`src/rtl/dmem_arb_pkg.sv`:
```
// Shared types and helpers for the two-port data-memory arbiter.
// Memory size falls back to 4 KiB when the build does not define DATA_MEMSIZE.
`ifndef DATA_MEMSIZE
`define DATA_MEMSIZE 4096
`endif

package dmem_arb_pkg;

  typedef enum logic [1:0] {
    SZ_B   = 2'b00,
    SZ_H   = 2'b01,
    SZ_W   = 2'b10,
    SZ_BAD = 2'b11
  } size_e;

  typedef logic port_t;

  typedef struct packed {
    logic        we;
    logic [31:0] addr;
    logic [31:0] wdata;
    size_e       size;
    logic        uns;
    logic        lock;
  } req_t;

  function automatic logic [2:0] size_bytes(size_e s);
    case (s)
      SZ_B:    return 3'd1;
      SZ_H:    return 3'd2;
      SZ_W:    return 3'd4;
      default: return 3'd0;
    endcase
  endfunction

  function automatic logic is_aligned(size_e s, logic [1:0] a);
    case (s)
      SZ_B:    return 1'b1;
      SZ_H:    return ~a[0];
      SZ_W:    return a == 2'b00;
      default: return 1'b0;
    endcase
  endfunction

endpackage

```
`src/rtl/dmem_rr_pick.sv`:
```
// Two-input picker: round-robin on a tie (or port 0 always with FIXED_PRIO),
// restricted to the ports enabled by mask.
module dmem_rr_pick
  import dmem_arb_pkg::*;
#(
  parameter bit FIXED_PRIO = 1'b0
) (
  input  logic       clk,
  input  logic       rst_n,
  input  logic [1:0] req,
  input  logic [1:0] mask,
  input  logic       advance,
  output logic [1:0] gnt
);

  port_t      prio;  // port that wins the next tie
  logic [1:0] elig;

  always_comb begin
    elig = req & mask;
    if (elig == 2'b11) gnt = (FIXED_PRIO || prio == 1'b0) ? 2'b01 : 2'b10;
    else               gnt = elig;
  end

  always_ff @(posedge clk or negedge rst_n) begin
    if (!rst_n)                      prio <= 1'b0;
    else if (advance && gnt != 2'b00) prio <= gnt[0];
  end

endmodule

```
`src/rtl/dmem_arbiter.sv`:
```
// Shares a single-port byte-addressed data memory between the LSU (port 0)
// and the DMA/debug engine (port 1), with access checking and a bus lock.
module dmem_arbiter
  import dmem_arb_pkg::*;
#(
  parameter int unsigned MEM_BYTES  = `DATA_MEMSIZE,
  parameter bit          FIXED_PRIO = 1'b0
) (
  input  logic        clk,
  input  logic        rst_n,
  input  logic        req_0,
  input  logic        req_1,
  input  logic        we_0,
  input  logic        we_1,
  input  logic [31:0] addr_0,
  input  logic [31:0] addr_1,
  input  logic [31:0] wdata_0,
  input  logic [31:0] wdata_1,
  input  logic [1:0]  size_0,
  input  logic [1:0]  size_1,
  input  logic        uns_0,
  input  logic        uns_1,
  input  logic        lock_0,
  input  logic        lock_1,
  output logic        gnt_0,
  output logic        gnt_1,
  output logic        rvalid_0,
  output logic        rvalid_1,
  output logic [31:0] rdata_0,
  output logic [31:0] rdata_1,
  output logic        err_0,
  output logic        err_1,
  output logic [31:0] mem_addr,
  output logic [31:0] mem_wdata,
  output logic        mem_store,
  output logic        mem_load,
  output logic [2:0]  mem_size,
  input  logic [31:0] mem_rdata
);

  req_t [1:0] rq;
  logic [1:0] req, mask, gnt;
  logic       lock_vld, rel_now, any, win_ok;
  port_t      lock_own, win;
  req_t       wr;

  logic [31:0] addr_q, wdata_q, ext;
  logic [2:0]  size_q;
  logic [1:0]  rsp_vld;
  logic        rsp_err, rsp_load, rsp_uns;
  size_e       rsp_size;

  function automatic logic legal_acc(req_t r);
    logic [32:0] end_addr;
    end_addr = {1'b0, r.addr} + 33'(size_bytes(r.size));
    return (r.size != SZ_BAD) && is_aligned(r.size, r.addr[1:0]) &&
           (end_addr <= 33'(MEM_BYTES));
  endfunction

  assign rq[0] = {we_0, addr_0, wdata_0, size_e'(size_0), uns_0, lock_0};
  assign rq[1] = {we_1, addr_1, wdata_1, size_e'(size_1), uns_1, lock_1};
  assign req   = {req_1, req_0} & {2{rst_n}};

  // An owner dropping req and lock together frees the bus in the same cycle.
  assign rel_now = lock_vld && !req[lock_own] && !rq[lock_own].lock;
  assign mask    = (lock_vld && !rel_now) ? (lock_own ? 2'b10 : 2'b01) : 2'b11;

  dmem_rr_pick #(.FIXED_PRIO(FIXED_PRIO)) u_pick (
    .clk     (clk),
    .rst_n   (rst_n),
    .req     (req),
    .mask    (mask),
    .advance (any),
    .gnt     (gnt)
  );

  assign gnt_0  = gnt[0];
  assign gnt_1  = gnt[1];
  assign any    = |gnt;
  assign win    = gnt[1];
  assign wr     = rq[win];
  assign win_ok = legal_acc(wr);

  assign mem_store = any & win_ok & wr.we;
  assign mem_load  = any & win_ok & ~wr.we;
  assign mem_addr  = any ? wr.addr : addr_q;
  assign mem_wdata = any ? wr.wdata : wdata_q;
  assign mem_size  = any ? size_bytes(wr.size) : size_q;

  always_ff @(posedge clk or negedge rst_n) begin
    if (!rst_n) begin
      lock_vld <= 1'b0;
      lock_own <= 1'b0;
      addr_q   <= '0;
      wdata_q  <= '0;
      size_q   <= '0;
      rsp_vld  <= '0;
      rsp_err  <= 1'b0;
      rsp_load <= 1'b0;
      rsp_uns  <= 1'b0;
      rsp_size <= SZ_B;
    end else begin
      rsp_vld  <= gnt;
      rsp_err  <= any & ~win_ok;
      rsp_load <= any & win_ok & ~wr.we;
      if (any) begin
        addr_q   <= wr.addr;
        wdata_q  <= wr.wdata;
        size_q   <= size_bytes(wr.size);
        rsp_size <= wr.size;
        rsp_uns  <= wr.uns;
      end
      if (rel_now) lock_vld <= 1'b0;
      // Rejected accesses leave ownership untouched.
      if (any && win_ok) begin
        if (wr.lock) begin
          lock_vld <= 1'b1;
          lock_own <= win;
        end else if (lock_vld && lock_own == win) begin
          lock_vld <= 1'b0;
        end
      end
    end
  end

  always_comb begin
    case (rsp_size)
      SZ_B:    ext = rsp_uns ? {24'b0, mem_rdata[7:0]}  : {{24{mem_rdata[7]}}, mem_rdata[7:0]};
      SZ_H:    ext = rsp_uns ? {16'b0, mem_rdata[15:0]} : {{16{mem_rdata[15]}}, mem_rdata[15:0]};
      default: ext = mem_rdata;
    endcase
    if (!rsp_load) ext = '0;
  end

  assign rvalid_0 = rsp_vld[0];
  assign rvalid_1 = rsp_vld[1];
  assign err_0    = rsp_vld[0] & rsp_err;
  assign err_1    = rsp_vld[1] & rsp_err;
  assign rdata_0  = rsp_vld[0] ? ext : '0;
  assign rdata_1  = rsp_vld[1] ? ext : '0;

endmodule

```
`config.mk`:
```
export PLATFORM = sky130hd
export DESIGN_NAME = dmem_arbiter
export DESIGN_NICKNAME = d
export VERILOG_FILES = /design/src/rtl/dmem_arb_pkg.sv /design/src/rtl/dmem_rr_pick.sv /design/src/rtl/dmem_arbiter.sv
export SDC_FILE = /design/constraint.sdc
export NUM_CORES = 1
export LEC_CHECK = 0
export ABC_AREA = 1
export ABC_CLOCK_PERIOD_IN_PS = 22500
export CAP_MARGIN = 25
export CORE_MARGIN = 2
export CORE_UTILIZATION = 30
export DETAILED_ROUTE_END_ITERATION = 10
export MAX_ROUTING_LAYER = met4
export SYNTH_ARGS = -nofsm -noshare
export SYNTH_HDL_FRONTEND = slang
export SYNTH_SLANG_ARGS = --single-unit
```
`constraint.sdc`:
```
create_clock -name clk -period 22.5 [get_ports clk]
set_clock_uncertainty 0.15 [all_clocks]
set_input_delay 6.75 -clock clk [delete_from_list [all_inputs] [get_ports clk]]
set_output_delay 6.75 -clock clk [all_outputs]
set_load 0.02 [all_outputs]
```
==> impl_metrics.csv, run 1 <==
group,metric,value,unit
run_status,status,"finished clean",
pwr,p_seq_frac,0.327,
setup_path,path_depth,30,
job,max-cap-violations,0,
cells_and_area,multi_input_area,3880,µm²
pwr,ir_worst_vdd,0.0000297,V
logic_synthesis,synth-xor-area-share,0.00135,
setup_path,cpMostUsedCell,"nand3_2",
clock_tree,cts_root_buf,"clkbuf_16",
clock_tree,cts_sinks,77,
cells_and_area,layout_commonest_cell,"nand2_1",
setup_path,cp_slowest_cell,"clkdlybuf4s50_1",
route,wl_per_cell,16.9,µm
floorplan,chipHeight,151,µm
grt,grt_pass1_wl,41000,µm
clock_tree,post-cts-setup-buffers,0,
route,drt_first_pass_iters,5,
logic_synthesis,seq_area_frac_synth,0.297,
logic_synthesis,syn-cell-area,6500,µm²
timing,setup_viol,0,
logic_synthesis,synthMuxAreaShare,0.00154,
cells_and_area,fillers,2168,
setup_path,critPathBufInv,6,
placed_design,post-dp-hpwl,22400,µm
setup_path,cp-startpoint,"rst_n",
pwr,power.net_switching,0.000179,W
route,drc,0,
cells_and_area,syn_to_final_growth,54.5,%
logic_synthesis,yosys_warnings,0,
logic_synthesis,synth_top_family_by_area,"simple AND/OR/NAND/NOR gates",
setup_path,cp-endpoint,"mem_load",
cells_and_area,stdcell_area,10000,µm²
pwr,p_clk_frac,0.283,
pwr,leakage,4.54,nW
floorplan,die_x,151,µm
floorplan,io_pins,313,
cells_and_area,drive_gt1_frac,0.0643,
setup_path,crit_fanout,55,
logic_synthesis,synth-simple-area-share,0.519,
setup_path,cpLargestDelayFamily,"simple AND/OR/NAND/NOR gates",
setup_path,r2r_end,"lock_vld",
floorplan,rows,53,
worst_hold_path,hold_path.class,"reg2reg",
floorplan,core,21200,µm²
timing,fmax,0.0509,GHz
setup_path,slowest_delay,0.68,ns
timing,hold_viol_final,0,
setup_path,r2r_slack,17.15,ns
logic_synthesis,synth_cell_types,41,
pwr,switching_share,0.361,
clock_tree,cts_hold_buf,0,
logic_synthesis,synth_compound_gate_area_share,0.0668,
cells_and_area,final_nets,1526,
clock_tree,clk_latency,0.34,ns
timing,rsz0062_at_grt,"no",
clock_tree,cts_tree,"done",
cells_and_area,most-common-layout-cells,"349 x nand2_1, 311 x clkdlybuf4s50_1, 149 x nand3_1",
timing,relSlewSlack,0.299,
timing,worst_pin_slew,1.05,ns
grt,grt_max_degree,67,
route,drtIter0Drc,461,
pwr,powerDensity,49.3,nW/µm²
placed_design,routabilityCongestion,0.910,
grt,antenna_found_initial,2,
pwr,combPwrFrac,0.390,
setup_path,timing.rr.start,"lock_own",
timing,tns,0,ns
clock_tree,post_cts_resized,0,
floorplan,dieArea,22900,µm²
worst_hold_path,hp-start,"wdata_q[12]",
logic_synthesis,synthesis.nets,1243,
logic_synthesis,syn-mean-instance-area,6.10,µm²
grt,grt_pass1_vias,7177,
floorplan,initial_core_util,0.307,
grt,grt_usage,0.241,
timing,period_share,0.874,
setup_path,cp.required,15.60,ns
logic_synthesis,synth_fa_ha_area_frac,0.00886,
setup_path,startpoint_type,"primary input",
route,route.vias.total,7915,
setup_path,worstPathArrival,12.76,ns
timing,period_needed,19.66,ns
grt,gr-total-overflow,0,
placed_design,place_area,9740,µm²
clock_tree,cts_buffer_depth,2,
clock_tree,ctsHtreeMaxLevel,3,
setup_path,cp-end-kind,"primary output",
clock_tree,clkTransAtPathRegs,0.06,ns
pwr,p_total,0.000495,W
logic_synthesis,ys_ff_latch,77,
route,vias_per_cell,4.85,
placed_design,portBuffers,312,
setup_path,r2r_cells,28,
pwr,internal-power,0.000316,W
logic_synthesis,syn_inst,1065,
clock_tree,numCtsBuffers,9,
setup_path,crit_type,"in2out",
route,drt-total-wl,27600,µm
cells_and_area,ff_latch_area,1930,µm²
timing,slew_viol_final,0,
route,antenna_left,0,
stage by stage:
| step | hold WS, ns | cells | setup WS, ns | util |
|---|---|---|---|---|
| floorplan | 0.316 | 1065 | 5.44 | - |
| global placement | 0.325 | 1610 | 2.96 | 0.459 |
| detailed placement | 0.331 | 1611 | 2.76 | 0.461 |
| CTS | 0.347 | 1627 | 2.76 | 0.474 |
| global route | 0.358 | 1630 | 2.03 | 0.474 |
| finish | 0.341 | 1632 | 2.84 | 0.475 |
kinds of logic after synthesis:
logic type                 Yosys count
muxes                                1
xor gates and xnor gates             1
and+or+nand+nor                    744
DFF                                 77
buffers and inverters              155
adders and majority gates            4
AOI/OAI and AO/OA                   83
worst reg2reg max path, delay by kind of cell, from the launching register on:
family / cells / cell delay (ns)
AND/OR/NAND/NOR: 20 / 3.30
adder cells (fa/ha/maj): 1 / 0.20
AO/OA/AOI/OAI: 3 / 0.37
buffers and inverters: 4 / 0.79
flip-flops: 1 / 0.44
registers in the layout, summed over array words and instances (netlist names):
| signal | flops |
|---|---|
| lock_vld | 1 |
| size_q | 3 |
| rsp_vld | 2 |
| u_pick.prio | 1 |
| rsp_err | 1 |
| wdata_q | 32 |
| rsp_load | 1 |
| lock_own | 1 |
| addr_q | 32 |
| rsp_size | 2 |
| rsp_uns | 1 |
worst min path at each step:
stage / to / cells after the start
floorplan: u_pick.prio / 2
global placement: addr_q[28] / 2
detailed placement: wdata_q[22] / 2
CTS: wdata_q[22] / 2
global route: wdata_q[17] / 2
finish: wdata_q[12] / 2
area by class of cell:
cell class	instances	area share
clock inverters	6	0.00449
flip-flops and latches	77	0.192
repair buffers	319	0.318
inverters	108	0.0404
diodes	4	0.000997
well taps	275	0.0343
multi-input cells	833	0.386
clock buffers	10	0.0238
synthesized netlist by cell type (all sizes together):
library cell	count	share of area
clkbuf	28	0.016
nor2	154	0.10
or2	5	0.0048
ha	3	0.0058
a21oi	4	0.0031
nand3b	17	0.020
o211a	1	0.0015
a31oi	3	0.0029
and3	1	0.00096
nand3	160	0.14
nor4	2	0.0019
xor2	1	0.0013
o21ai	71	0.055
a21boi	1	0.0012
o21a	2	0.0023
o211ai	1	0.0012
buf	19	0.028
nor3	22	0.018
inv	104	0.060
mux2i	1	0.0015
dfrtp	77	0.30
clkinv	4	0.0023
and2	1	0.00096
nand2	369	0.22
nand4	13	0.013
fa	1	0.0031
layer usage:
metal,part of all wire,vias up,global-route usage
met4,0.019,0,0.0617
li1,-,3981,-
met5,0,-,-
met1,0.42,3605,0.294
met2,0.50,294,0.415
met3,0.063,35,0.0395
power by group through the flow:
| stage | Sequential [W] | Clock (W) | Combinational, W |
|---|---|---|---|
| 5_1_grt | 0.000164 | 0.000150 | 0.000211 |
| 2_1_floorplan | 0.000164 | 0 | 0.0000995 |
| 4_1_cts | 0.000162 | 0.000144 | 0.000194 |
| 3_5_place_dp | 0.000164 | 0 | 0.000193 |
| 3_3_place_gp | 0.000164 | 0 | 0.000192 |
| 6_report | 0.000162 | 0.000140 | 0.000193 |
Note: power is estimated with default switching activity, not from simulation.
==> run 2, diff against run 1 <==
--- a/config.mk
+++ b/config.mk
@@ -8,6 +8,7 @@
 export ABC_AREA = 1
 export ABC_CLOCK_PERIOD_IN_PS = 22500
 export CAP_MARGIN = 25
+export CORE_ASPECT_RATIO = 1.4
 export CORE_MARGIN = 2
 export CORE_UTILIZATION = 30
 export DETAILED_ROUTE_END_ITERATION = 10
==> constraint.sdc (replaced) <==
create_clock -name clk -period 22.5 [get_ports clk]
set_clock_uncertainty 0.15 [all_clocks]
set_input_delay 6.75 -clock clk [delete_from_list [all_inputs] [get_ports clk]]
set_output_delay 6.75 -clock clk [all_outputs]
set_load 0.1 [all_outputs]
==> impl_metrics.csv, run 2 (synthesized netlist as in run 1, its figures left out) <==
group,metric,value,unit
cells_and_area,final_nets,1524,
route,drt-total-wl,26500,µm
grt,grt_usage,0.232,
clock_tree,cts_tree,"done",
pwr,ir_worst_vdd,0.0000320,V
clock_tree,post-cts-setup-buffers,0,
grt,antenna_found_initial,1,
setup_path,crit_fanout,49,
clock_tree,clkTransAtPathRegs,0.06,ns
route,antenna_left,0,
run_status,status,"finished clean",
setup_path,startpoint_type,"primary input",
cells_and_area,stdcell_area,10000,µm²
setup_path,slowest_delay,0.53,ns
pwr,leakage,4.55,nW
timing,rsz0062_at_grt,"no",
grt,grt_pass1_vias,7310,
floorplan,io_pins,313,
clock_tree,clk_latency,0.34,ns
grt,gr-total-overflow,0,
setup_path,cp.required,15.60,ns
cells_and_area,most-common-layout-cells,"349 x nand2_1, 309 x clkdlybuf4s50_1, 149 x nand3_1",
cells_and_area,top_regs,"addr_q (32), wdata_q (32), size_q (3)",
timing,period_needed,19.00,ns
clock_tree,ctsHtreeMaxLevel,3,
timing,period_share,0.844,
route,drc,0,
cells_and_area,syn_to_final_growth,54.2,%
cells_and_area,fillers,2224,
floorplan,rows,63,
setup_path,worstPathArrival,12.10,ns
route,drtIter0Drc,467,
clock_tree,cts_sinks,77,
floorplan,core,21200,µm²
placed_design,portBuffers,312,
worst_hold_path,hold_path.class,"reg2reg",
clock_tree,cts_hold_buf,0,
route,wl_per_cell,16.4,µm
route,vias_per_cell,4.81,
cells_and_area,ff_latch_area,1930,µm²
cells_and_area,drive_gt1_frac,0.0644,
grt,grt_max_degree,82,
timing,fin_hold_ws,0.339,ns
setup_path,r2r_end,"lock_own",
timing,slew_viol_final,0,
setup_path,cp-end-kind,"primary output",
worst_hold_path,holdPathStages,2,
setup_path,cp_slowest_cell,"clkdlybuf4s50_1",
worst_hold_path,whs_endpoint,"wdata_q[2]",
route,route.vias.total,7757,
placed_design,place_ws,3.41,ns
timing,setup_viol,0,
setup_path,r2r_slack,17.34,ns
worst_hold_path,hp-start,"wdata_q[2]",
placed_design,routabilityCongestion,0.976,
floorplan,chipHeight,178,µm
setup_path,cpMostUsedCell,"nand3_2",
placed_design,place_area,9710,µm²
floorplan,initial_core_util,0.306,
setup_path,r2r_cells,27,
timing,fmax,0.0526,GHz
pwr,powerDensity,61.8,nW/µm²
clock_tree,cts_buffer_depth,2,
grt,grt_pass1_wl,40400,µm
floorplan,dieArea,22900,µm²
timing,tns,0,ns
timing,relSlewSlack,0.280,
clock_tree,numCtsBuffers,9,
setup_path,crit_type,"in2out",
clock_tree,cts_root_buf,"clkbuf_16",
timing,hold_viol_final,0,
timing,worst_pin_slew,1.08,ns
setup_path,timing.rr.start,"lock_own",
placed_design,post-dp-hpwl,21100,µm
job,max-cap-violations,0,
clock_tree,post_cts_resized,0,
route,drt_first_pass_iters,5,
cells_and_area,multi_input_area,3880,µm²
timing,fin_ws,3.50,ns
floorplan,die_x,128,µm
cells_and_area,layout_commonest_cell,"nand2_1",
[run 2: changes by cell type in the layout (fill, tap and decap cells not counted), sizes merged]
cell	previous run	this run
bufinv	0	1
buf	7	8
clkdlybuf4s50	311	309
inv	106	108
clkbuf	11	9
clkinvlp	3	1
diode	4	1
[run 2: worst max-delay path: cells and delay by family]
family	cells	cell delay, ns
compound gates	2	0.28
buf+inv	6	1.57
fa+ha+maj	1	0.21
simple gates	21	3.27
[run 2: worst max-delay path by stage]
| stage | from | end | slack, ns |
|---|---|---|---|
| floorplan | req_1 | mem_load | 4.47 |
| global placement | req_1 | mem_load | 3.58 |
| detailed placement | rst_n | mem_load | 3.41 |
| CTS | rst_n | mem_load | 3.39 |
| global route | rst_n | mem_load | 2.85 |
| finish | req_1 | mem_load | 3.50 |
[run 2: where the power goes]
| group | internal, W | switching, W |
|---|---|---|
| Sequential | 0.000157 | 0.00000512 |
| Combinational | 0.0000805 | 0.000221 |
| Clock | 0.0000879 | 0.0000674 |
| Total | 0.000325 | 0.000294 |
[run 2: layout make-up]
type                       count  area share
clock buffer                   9      0.0225
multi-input combinational    833       0.387
antenna                        1    0.000250
timing repair buffer         317       0.317
inverter                     108      0.0405
sequential                    77       0.192
tap                          260      0.0325
clock inverter                 7     0.00799
[run 2: stage by stage]
| stage | cells | power, W | utilization |
|---|---|---|---|
| 2_1_floorplan | 1065 | 0.000376 | - |
| 3_3_place_gp | 1594 | 0.000466 | 0.457 |
| 5_1_grt | 1612 | 0.000648 | 0.472 |
| 3_5_place_dp | 1595 | 0.000468 | 0.458 |
| 6_report | 1612 | 0.000619 | 0.472 |
| 4_1_cts | 1611 | 0.000625 | 0.472 |
[run 2: per-layer routing]
layer	GRT usage	vias up	wire [µm]
li1	-	3962	-
met1	0.264	3503	10700
met2	0.422	252	13800
met3	0.0228	40	1190
met4	0.0788	0	792
met5	-	-	0
==> run 3, diff against run 2 <==
--- a/config.mk
+++ b/config.mk
@@ -6,7 +6,7 @@
 export NUM_CORES = 1
 export LEC_CHECK = 0
 export ABC_AREA = 1
-export ABC_CLOCK_PERIOD_IN_PS = 22500
+export ABC_CLOCK_PERIOD_IN_PS = 15500
 export CAP_MARGIN = 25
 export CORE_ASPECT_RATIO = 1.4
 export CORE_MARGIN = 2
==> constraint.sdc (replaced) <==
create_clock -name clk -period 15.5 [get_ports clk]
set_clock_uncertainty 0.15 [all_clocks]
set_input_delay 4.65 -clock clk [delete_from_list [all_inputs] [get_ports clk]]
set_output_delay 4.65 -clock clk [all_outputs]
set_load 0.1 [all_outputs]
==> impl_metrics.csv, run 3 (synthesized netlist as in run 1, its figures left out) <==
group,metric,value,unit
placed_design,post-dp-hpwl,21300,µm
route,antenna_left,0,
clock_tree,cts_buffer_depth,2,
setup_path,worstPathArrival,9.04,ns
floorplan,core,21200,µm²
route,drt-total-wl,26400,µm
floorplan,rows,63,
pwr,ir_worst_vdd,0.0000463,V
worst_hold_path,holdPathStages,2,
pwr,powerDensity,87.9,nW/µm²
job,max-cap-violations,0,
clock_tree,cts_hold_buf,0,
route,vias_per_cell,4.91,
timing,relSlewSlack,0.275,
timing,period_needed,13.84,ns
cells_and_area,layout_commonest_cell,"nand2_1",
floorplan,dieArea,22900,µm²
placed_design,place_area,9730,µm²
grt,gr-total-overflow,0,
route,route.vias.total,7923,
route,wl_per_cell,16.4,µm
clock_tree,cts_root_buf,"clkbuf_16",
setup_path,crit_type,"in2out",
cells_and_area,final_cells,1613,
timing,fmax,0.0723,GHz
worst_hold_path,hold_path.class,"reg2reg",
setup_path,startpoint_type,"primary input",
run_status,status,"finished clean",
floorplan,io_pins,313,
timing,rsz0062_at_grt,"no",
cells_and_area,antenna_cells,0,
clock_tree,clk_latency,0.34,ns
grt,grt_pass1_wl,39600,µm
placed_design,dp_cells,1597,
timing,hold_viol_final,0,
setup_path,r2r_cells,26,
floorplan,die_x,128,µm
timing,tns,0,ns
grt,antenna_found_initial,0,
grt,grt_usage,0.229,
grt,grt_pass1_vias,7314,
clock_tree,post-cts-setup-buffers,0,
timing,period_share,0.893,
route,drtIter0Drc,357,
setup_path,cp-end-kind,"primary output",
clock_tree,numCtsBuffers,9,
timing,worst_pin_slew,1.08,ns
timing,setup_viol,0,
cells_and_area,top_regs,"addr_q (32), wdata_q (32), size_q (3)",
grt,grt_max_degree,72,
cells_and_area,final_core_util,0.473,
route,drc,0,
clock_tree,post_cts_resized,0,
setup_path,crit_fanout,43,
floorplan,chipHeight,178,µm
clock_tree,clkTransAtPathRegs,0.06,ns
clock_tree,ctsHtreeMaxLevel,3,
cells_and_area,final_nets,1526,
cells_and_area,stdcell_area,10000,µm²
cells_and_area,syn_to_final_growth,54.2,%
floorplan,initial_core_util,0.306,
setup_path,cp.required,10.70,ns
clock_tree,cts_sinks,77,
cells_and_area,most-common-layout-cells,"349 x nand2_1, 302 x clkdlybuf4s50_1, 149 x nand3_1",
placed_design,portBuffers,312,
pwr,leakage,4.56,nW
timing,slew_viol_final,0,
placed_design,routabilityCongestion,1.02,
route,drt_first_pass_iters,5,
clock_tree,cts_tree,"done",
cells_and_area,drive_gt1_frac,0.0710,
-- run 3: cell count changes in the layout (fill, tap and decap cells not counted), sizes merged --
cell and change:
clkinvlp +1, clkdlybuf4s50 -7, bufinv -1, inv -1, clkinv +1, buf +9
diode -1
-- run 3: worst paths after layout --
check                      startpoint     endpoint  slack (ns)
max                             req_1     mem_load        1.66
min                         size_q[2]    size_q[2]        0.34
max reg2reg                  lock_own     rsp_load       11.27
min reg2reg                 size_q[2]    size_q[2]        0.34
max in group asynchronous       rst_n   addr_q[11]       10.07
min in group asynchronous       rst_n  wdata_q[14]        4.10
-- run 3: cell type report --
type,instances,area [µm²]
Inverter,108,405
Timing Repair Buffer,319,3190
Sequential cell,77,1930
Fill cell,2213,11200
Tap cell,260,325
Clock inverter,7,68.8
Multi-Input combinational cell,833,3880
Clock buffer,9,225
-- run 3: per-stage QoR --
step,hold WS (ns),setup WS (ns),total power (W)
floorplan,0.316,1.67,0.000545
global placement,0.315,1.75,0.000677
detailed placement,0.324,1.67,0.000678
CTS,0.342,1.65,0.000890
global route,0.357,1.22,0.000923
finish,0.336,1.66,0.000880
-- run 3: routing by layer --
layer	global-route usage	share of wire	wire length (µm)
met1	0.254	0.39	10200
met2	0.413	0.52	13800
met3	0.0372	0.059	1550
met4	0.0815	0.030	787
met5	-	0	0
-- run 3: critical path: stages --
cell,delay (ns)
clkdlybuf4s50_1,0.53
nand2_1,0.11
nand3_2,0.13
nand3_2,0.11
nand3_4,0.10
nand3_4,0.08
buf_4,0.27
or2_2,0.32
o21ai_0,0.14
inv_1,0.09
ha_1,0.23
fa_1,0.39
a21oi_1,0.16
inv_1,0.10
nand2_4,0.12
nor2_8,0.07
nand3_4,0.12
nand2_1,0.06
nand2_1,0.08
nand2_1,0.06
nor2_1,0.14
nand3_1,0.09
nor2_1,0.11
nand2_1,0.07
nand2_2,0.09
nand3_2,0.11
nor2_1,0.26
buf_12,0.21
-- run 3: where the power goes --
group          switching (W)  internal [W]
sequential        0.00000760      0.000227
clock              0.0000958      0.000112
combinational       0.000321      0.000116
